$ cat src/rtl/alu_pkg.sv
// Shared definitions for the C-bus ALU stage: default width, op codes and
// the multiplier FSM state encoding.
package alu_pkg;

    // Default operand / bus width.
    localparam int DEFAULT_DATA_W = 24;

    // 3-bit operation codes, sampled together with start.
    localparam logic [2:0] OP_PASSB = 3'b000;
    localparam logic [2:0] OP_ADD   = 3'b001;
    localparam logic [2:0] OP_SUB   = 3'b010;
    localparam logic [2:0] OP_INC   = 3'b011;
    localparam logic [2:0] OP_SHR   = 3'b100;
    localparam logic [2:0] OP_SHL   = 3'b101;
    localparam logic [2:0] OP_MUL   = 3'b110;
    localparam logic [2:0] OP_CLR   = 3'b111;

    // Iterative multiplier states.
    typedef enum logic {
        ST_IDLE = 1'b0,
        ST_MUL  = 1'b1
    } mul_state_t;

endpackage

$ cat src/rtl/alu_cbus_if.sv
// Operand / result bus bundle between the control unit (master) and the
// ALU stage (slave).
interface alu_cbus_if
    import alu_pkg::*;
#(
    parameter int DATA_W = DEFAULT_DATA_W
) ();

    logic [DATA_W-1:0] a_bus;
    logic [DATA_W-1:0] b_bus;
    logic [2:0]        alu_op;
    logic              start;
    logic [DATA_W-1:0] c_bus;
    logic              done;
    logic              busy;
    logic              z_flag;
    logic              c_flag;

    // Control unit side: issues operands and requests, observes results.
    modport master (
        output a_bus, b_bus, alu_op, start,
        input  c_bus, done, busy, z_flag, c_flag
    );

    // ALU side: consumes operands, drives the C bus and status.
    modport slave (
        input  a_bus, b_bus, alu_op, start,
        output c_bus, done, busy, z_flag, c_flag
    );

endinterface

$ cat src/rtl/alu_mul_seq.sv
// Iterative shift-add multiplier: one partial product per clock, DATA_W
// clocks per multiply. done is a combinational strobe that is high in the
// cycle whose closing edge completes the multiply; product carries the
// final 2*DATA_W value during that same cycle so the parent can register
// it on that edge without an extra stage of latency.
module alu_mul_seq
    import alu_pkg::*;
#(
    parameter int DATA_W = DEFAULT_DATA_W
) (
    input  logic                clk,
    input  logic                rst_n,
    input  logic                start,
    input  logic [DATA_W-1:0]   a,
    input  logic [DATA_W-1:0]   b,
    output logic                busy,
    output logic                done,
    output logic [2*DATA_W-1:0] product
);

    localparam int CNT_W = $clog2(DATA_W + 1);

    mul_state_t          state_q, state_d;
    logic [2*DATA_W-1:0] mcand_q, mcand_d;
    logic [DATA_W-1:0]   mplier_q, mplier_d;
    logic [2*DATA_W-1:0] acc_q, acc_d;
    logic [CNT_W-1:0]    cnt_q, cnt_d;
    logic                busy_q, busy_d;
    logic [2*DATA_W-1:0] acc_step;

    // Accumulator value after this cycle's conditional add.
    assign acc_step = acc_q + (mplier_q[0] ? mcand_q : {(2*DATA_W){1'b0}});
    assign product  = acc_step;
    assign busy     = busy_q;

    // Next-state logic: capture operands on start, then one shift-add per edge.
    always_comb begin
        state_d  = state_q;
        mcand_d  = mcand_q;
        mplier_d = mplier_q;
        acc_d    = acc_q;
        cnt_d    = cnt_q;
        busy_d   = busy_q;
        done     = 1'b0;
        unique case (state_q)
            ST_IDLE: begin
                if (start) begin
                    mcand_d  = {{DATA_W{1'b0}}, a};
                    mplier_d = b;
                    acc_d    = '0;
                    cnt_d    = '0;
                    busy_d   = 1'b1;
                    state_d  = ST_MUL;
                end
            end
            ST_MUL: begin
                acc_d    = acc_step;
                mcand_d  = mcand_q << 1;
                mplier_d = mplier_q >> 1;
                cnt_d    = cnt_q + 1'b1;
                if (cnt_q == CNT_W'(DATA_W - 1)) begin
                    done    = 1'b1;
                    busy_d  = 1'b0;
                    state_d = ST_IDLE;
                end
            end
            default: begin
                state_d = ST_IDLE;
                busy_d  = 1'b0;
            end
        endcase
    end

    // State and datapath registers; reset aborts any multiply in flight.
    always_ff @(posedge clk or negedge rst_n) begin
        if (!rst_n) begin
            state_q  <= ST_IDLE;
            mcand_q  <= '0;
            mplier_q <= '0;
            acc_q    <= '0;
            cnt_q    <= '0;
            busy_q   <= 1'b0;
        end else begin
            state_q  <= state_d;
            mcand_q  <= mcand_d;
            mplier_q <= mplier_d;
            acc_q    <= acc_d;
            cnt_q    <= cnt_d;
            busy_q   <= busy_d;
        end
    end

endmodule

$ cat src/rtl/alu_cbus.sv
// ALU stage feeding the general-purpose registers over the C bus.
// Single-cycle ops complete on the accept edge; MUL runs through the
// iterative multiplier and completes DATA_W edges later.
// Optional build macro SATURATE_EN: clamp ADD/INC/SUB/MUL results on
// overflow/underflow instead of wrapping (c_flag still reports it).
module alu_cbus
    import alu_pkg::*;
#(
    parameter int DATA_W = DEFAULT_DATA_W
) (
    input  logic       clk,
    input  logic       rst_n,
    alu_cbus_if.slave  bus
);

    logic [DATA_W-1:0]   a;
    logic [DATA_W-1:0]   b;
    logic [2:0]          op;
    logic                accept;
    logic                mul_start;
    logic                mul_busy;
    logic                mul_done;
    logic [2*DATA_W-1:0] mul_product;
    logic                mul_hi_nz;
    logic [DATA_W-1:0]   mul_res;

    logic [DATA_W:0]     add_full;
    logic [DATA_W:0]     sub_full;
    logic [DATA_W:0]     inc_full;
    logic [DATA_W-1:0]   op_res;
    logic                op_c;

    logic [DATA_W-1:0]   c_bus_q, c_bus_d;
    logic                z_q, z_d;
    logic                cf_q, cf_d;
    logic                done_q, done_d;

    assign a  = bus.a_bus;
    assign b  = bus.b_bus;
    assign op = bus.alu_op;

    // Requests while a multiply is in flight are dropped, not queued.
    assign accept    = bus.start && !mul_busy;
    assign mul_start = accept && (op == OP_MUL);

    alu_mul_seq #(
        .DATA_W (DATA_W)
    ) u_mul (
        .clk     (clk),
        .rst_n   (rst_n),
        .start   (mul_start),
        .a       (a),
        .b       (b),
        .busy    (mul_busy),
        .done    (mul_done),
        .product (mul_product)
    );

    // Extra top bit on each carries the carry / borrow out.
    assign add_full = {1'b0, a} + {1'b0, b};
    assign sub_full = {1'b0, a} - {1'b0, b};
    assign inc_full = {1'b0, a} + (DATA_W + 1)'(1);

    // Multiply result: overflow is any nonzero bit in the upper half.
    always_comb begin
        mul_hi_nz = |mul_product[2*DATA_W-1:DATA_W];
        mul_res   = mul_product[DATA_W-1:0];
`ifdef SATURATE_EN
        if (mul_hi_nz) begin
            mul_res = '1;
        end
`endif
    end

    // Single-cycle op result and carry/borrow/shift-out flag.
    always_comb begin
        op_res = '0;
        op_c   = 1'b0;
        unique case (op)
            OP_PASSB: begin
                op_res = b;
            end
            OP_ADD: begin
                op_res = add_full[DATA_W-1:0];
                op_c   = add_full[DATA_W];
`ifdef SATURATE_EN
                if (op_c) op_res = '1;
`endif
            end
            OP_SUB: begin
                op_res = sub_full[DATA_W-1:0];
                op_c   = sub_full[DATA_W];
`ifdef SATURATE_EN
                if (op_c) op_res = '0;
`endif
            end
            OP_INC: begin
                op_res = inc_full[DATA_W-1:0];
                op_c   = inc_full[DATA_W];
`ifdef SATURATE_EN
                if (op_c) op_res = '1;
`endif
            end
            OP_SHR: begin
                op_res = {1'b0, a[DATA_W-1:1]};
                op_c   = a[0];
            end
            OP_SHL: begin
                op_res = {a[DATA_W-2:0], 1'b0};
                op_c   = a[DATA_W-1];
            end
            OP_MUL: begin
                // Completed through the multiplier, not here.
                op_res = '0;
            end
            OP_CLR: begin
                op_res = '0;
            end
            default: begin
                op_res = '0;
            end
        endcase
    end

    // Result register update: multiplier completion or an accepted single-cycle op.
    always_comb begin
        c_bus_d = c_bus_q;
        z_d     = z_q;
        cf_d    = cf_q;
        done_d  = 1'b0;
        if (mul_done) begin
            c_bus_d = mul_res;
            z_d     = (mul_res == '0);
            cf_d    = mul_hi_nz;
            done_d  = 1'b1;
        end else if (accept && (op != OP_MUL)) begin
            c_bus_d = op_res;
            z_d     = (op_res == '0);
            cf_d    = op_c;
            done_d  = 1'b1;
        end
    end

    // C bus, flags and done pulse registers.
    always_ff @(posedge clk or negedge rst_n) begin
        if (!rst_n) begin
            c_bus_q <= '0;
            z_q     <= 1'b0;
            cf_q    <= 1'b0;
            done_q  <= 1'b0;
        end else begin
            c_bus_q <= c_bus_d;
            z_q     <= z_d;
            cf_q    <= cf_d;
            done_q  <= done_d;
        end
    end

    assign bus.c_bus  = c_bus_q;
    assign bus.z_flag = z_q;
    assign bus.c_flag = cf_q;
    assign bus.done   = done_q;
    assign bus.busy   = mul_busy;

endmodule

$ cat src/flat_wrapper.sv
// flat-port wrapper written by rule: the top's interface ports become plain ports
module alu_cbus_flat import alu_pkg::*;
#(
    parameter int DATA_W = DEFAULT_DATA_W
)
  (clk, rst_n, bus_a_bus, bus_b_bus, bus_alu_op, bus_start, bus_c_bus, bus_done, bus_busy, bus_z_flag, bus_c_flag);
  alu_cbus_if #(.DATA_W(DATA_W)) bus_i ();
  input  logic clk;
  input  logic rst_n;
  input wire logic [$bits(bus_i.a_bus)-1:0] bus_a_bus;
  input wire logic [$bits(bus_i.b_bus)-1:0] bus_b_bus;
  input wire logic [$bits(bus_i.alu_op)-1:0] bus_alu_op;
  input wire logic [$bits(bus_i.start)-1:0] bus_start;
  output wire logic [$bits(bus_i.c_bus)-1:0] bus_c_bus;
  output wire logic [$bits(bus_i.done)-1:0] bus_done;
  output wire logic [$bits(bus_i.busy)-1:0] bus_busy;
  output wire logic [$bits(bus_i.z_flag)-1:0] bus_z_flag;
  output wire logic [$bits(bus_i.c_flag)-1:0] bus_c_flag;
  assign bus_i.a_bus = bus_a_bus;
  assign bus_i.b_bus = bus_b_bus;
  assign bus_i.alu_op = bus_alu_op;
  assign bus_i.start = bus_start;
  assign bus_c_bus = bus_i.c_bus;
  assign bus_done = bus_i.done;
  assign bus_busy = bus_i.busy;
  assign bus_z_flag = bus_i.z_flag;
  assign bus_c_flag = bus_i.c_flag;
  alu_cbus #(.DATA_W(DATA_W)) u_core (.clk(clk), .rst_n(rst_n), .bus(bus_i));
endmodule
$ cat config.mk
export PLATFORM = sky130hd
export DESIGN_NAME = alu_cbus_flat
export DESIGN_NICKNAME = d
export VERILOG_FILES = /design/src/rtl/alu_pkg.sv /design/src/rtl/alu_cbus_if.sv /design/src/rtl/alu_mul_seq.sv /design/src/rtl/alu_cbus.sv /design/src/flat_wrapper.sv
export SDC_FILE = /design/constraint.sdc
export NUM_CORES = 1
export LEC_CHECK = 0
export BUFFER_PORTS_ARGS = -buffer_cell sky130_fd_sc_hd__buf_2
export CAP_MARGIN = 20
export CORE_UTILIZATION = 55
export CTS_CLUSTER_DIAMETER = 200
export DETAILED_ROUTE_END_ITERATION = 12
export GPL_ROUTABILITY_DRIVEN = 0
export HOLD_SLACK_MARGIN = 0.02
export PLACE_DENSITY = 0.71
export SLEW_MARGIN = 40
export SYNTH_ARGS = -nofsm -noshare
export SYNTH_HDL_FRONTEND = slang
export SYNTH_HIERARCHICAL = 1
export SYNTH_SLANG_ARGS = --single-unit
$ cat constraint.sdc
create_clock -name clk -period 5.2 [get_ports clk]
set_clock_uncertainty 0.15 [all_clocks]
set_input_delay 1.04 -clock clk [delete_from_list [all_inputs] [get_ports clk]]
set_output_delay 1.04 -clock clk [all_outputs]
set_load 0.02 [all_outputs]
==> flow_summary.yaml <==
clocking:
  post_cts_buffers: 0
  clk_pin_slew_ps: 70
  clk_latency_ps: 430
  hold_buffers: 0
  tritoncts: "done"
  cts_max_level: 4
  cts-buffers-inserted: 17
  cts_buffer_depth: 2
  ctsResizeCount: 0
  cts.sinks: 154
  root_buffer: "clkbuf_16"
synth:
  synth.distinct_cells: 102
  syn_area_sq_mm: 0.0142
  yosysSeqAreaShare: 0.272
  synthAdderAreaFrac: 0.0908
  synth_top_area_frac: 0.272
  synthSimpleGateAreaFrac: 0.197
  synthCells: 1775
  synth_top_family_by_area: "compound AO/OA/AOI/OAI gates"
  syn_avg_cell_area_sq_um: 7.98
  synth_xor_area_frac: 0.0451
  syn_nets: 1930
  synth-async-reset-ratio: 1.00
  synth_warnings: 6
  synthMuxAreaShare: 0.0624
  synth_compound_area_frac: 0.282
  yosysTopAreaCell: "dfrtp_1"
  synthFlopType: "dfrtp_1"
  synth_edf_count: 0
  ys_ff_latch: 154
  synthTopCellsByArea: "dfrtp_1 (27%), ha_1 (8.7%), nand2_1 (5.8%), o21ai_0 (5.7%), a21oi_1 (4.9%)"
timing:
  fmax_ghz: 0.224
  setup_slack_ps: 739
  hold_violations: 0
  slew_viol_final: 0
  fin_crit_sh: 0.858
  rsz0062_at_grt: "false"
  setup_violations: 0
  tns_ps: 0
  min_period_ps: 4460
  tightest_slew_ps: 767
  slew_headroom: 0.475
global_routing:
  grt_overflow: 0
  grt_pass1_vias: 12900
  track_usage: 0.331
  grt_max_degree: 95
  antenna_found_initial: 0
  grt_pass1_wl_mm: 69.3
pwr:
  peakVddDrop_v: 0.000277
  p_switching_uw: 2740
  powerDensity_mw_per_mm2: 398
  switching_share: 0.448
  power_leakage_uw: 0.00675
  internal_power_uw: 3380
  power_frac_comb: 0.450
  p_clk_frac: 0.211
  p_seq_frac: 0.339
placement:
  pre_cts_ws_ps: 545
  dp_hpwl_mm: 32.5
  portBuffers: 81
  place_area_sq_mm: 0.0148
die:
  dieArea_sq_mm: 0.0264
  die_h_um: 162
  num_io_pins: 82
  core_sq_mm: 0.0253
  rows: 58
  initial_core_util: 0.561
  die_width_um: 162
drt:
  post_drt_wl_per_cell_um: 20.6
  drtPass1Iterations: 6
  ant_nets: 0
  vias: 13900
  post-route-drc-count: 0
  avgViaCountPerCell: 6.53
  drt_wl_total_mm: 44.0
  drt_iter0_drc: 1617
worst_setup_path:
  worstPathArrival_ps: 4620
  worstPathMaxFanout: 26
  cp-start-kind: "flip-flop"
  cp-startpoint: "u_core/u_mul/mplier_q[0]"
  r2r_setup_slack_ps: 740
  endpoint_kind: "flip-flop"
  worstReg2RegEnd: "u_core/bus.c_flag"
  cp-endpoint: "u_core/bus.c_flag"
  worstSetupPathType: "flip-flop to flip-flop"
  rr_startpoint: "u_core/u_mul/mplier_q[0]"
  rr_worst_depth: 14
  cp_data_required_time_ps: 5360
flow_run:
  cap_violations: 0
layout:
  drive_gt1_frac: 0.110
  n_antenna_cell: 0
  area_delta_synth_final_pct: 8.60
  nNetsFinal: 1945
  fin_area_sq_mm: 0.0154
outcome:
  status: "complete, no violations"
hold_path:
  min_path_type: "flip-flop to flip-flop"
through the flow:
stage / utilization / power (uW) / hold slack (ps) / instances
after floorplan: - / 3960 / 302 / 1775
after global placement: 0.585 / 4730 / 311 / 2101
after detailed placement: 0.585 / 4790 / 318 / 2101
after CTS: 0.609 / 6100 / 335 / 2133
final: 0.609 / 6120 / 330 / 2133
after global routing: 0.609 / 6510 / 360 / 2133
state kept, by name (all words and copies together), names as in the netlist:
register	cells
u_core/u_mul/cnt_q	5
u_core/u_mul/acc_q	48
u_core/bus.c_bus	24
u_core/u_mul/state_q	1
u_core/bus.done	1
u_core/u_mul/mcand_q	48
u_core/u_mul/busy	1
u_core/bus.z_flag	1
u_core/u_mul/mplier_q	24
u_core/bus.c_flag	1
worst min-delay path by stage:
stage | startpoint | to | cells after the start
after CTS | u_core/u_mul/mplier_q[18] | u_core/u_mul/mplier_q[17] | 2
final | u_core/u_mul/mplier_q[17] | u_core/u_mul/mplier_q[16] | 2
after global routing | u_core/u_mul/mplier_q[15] | u_core/u_mul/mplier_q[14] | 2
after detailed placement | u_core/u_mul/mplier_q[17] | u_core/u_mul/mplier_q[16] | 2
after floorplan | u_core/u_mul/mplier_q[1] | u_core/u_mul/mplier_q[0] | 2
after global placement | u_core/u_mul/mplier_q[16] | u_core/u_mul/mplier_q[15] | 2
power groups by stage:
stage	clock network, uW	registers [uW]	logic [uW]
3_5_place_dp	0	2090	2710
3_3_place_gp	0	2080	2650
2_1_floorplan	0	2010	1950
6_report	1290	2080	2750
5_1_grt	1350	2140	3020
4_1_cts	1310	2070	2720
kinds of logic after synthesis:
family	Yosys count
AO/OA/AOI/OAI	595
AND/OR/NAND/NOR	578
buffers and inverters	188
flip-flops	154
adder cells (fa/ha/maj)	101
multiplexers	86
XOR/XNOR	73
cell usage after synthesis (31+ instances only):
cell	count
nand2_1	220
o21ai_0	160
dfrtp_1	154
a21oi_1	138
nor2_1	104
ha_1	98
clkbuf_1	91
inv_1	74
mux2i_1	68
and2_1	52
a22o_1	45
xnor2_1	42
nand3_1	41
nor3_1	35
a21o_1	34
xor2_1	31
layout by cell type (no fill, tap or decap), types with 45 or more instances in the layout:
cell type / Yosys / routed
nand2_1: 220 / 220
a21oi_1: 138 / 138
inv_1: 74 / 74
o21ai_0: 160 / 160
ha_1: 98 / 98
a22o_1: 45 / 45
buf_2: 12 / 80
mux2i_1: 68 / 68
dfrtp_1: 154 / 153
nor2_1: 104 / 103
and2_1: 52 / 52
cell type report:
| class | count | area, sq um |
|---|---|---|
| clock inverter | 14 | 156 |
| clock buffer | 18 | 439 |
| inverter | 78 | 293 |
| sequential | 154 | 3860 |
| multi-input combinational | 1433 | 9620 |
| tap | 330 | 413 |
| timing repair buffer | 106 | 603 |
| fill | 2319 | 9870 |
worst max-delay path, stage by stage (launching register included):
cell	delay, ps
dfrtp_1	830
and2_1	230
ha_1	170
inv_1	60
fa_1	420
nand2b_1	180
a21oi_1	260
o21bai_1	160
a2111oi_2	420
nor3_1	170
o31a_1	350
xnor2_1	160
nor4_1	410
nand4_1	150
o22a_1	230
layer usage:
metal,vias to the layer above,global-route usage,part of all wire
met2,652,0.522,0.45
met3,122,0.0469,0.072
met1,6619,0.450,0.43
li1,6528,-,-
met5,-,0,0
met4,0,0.152,0.046
Note: power is estimated with default switching activity, not from simulation.
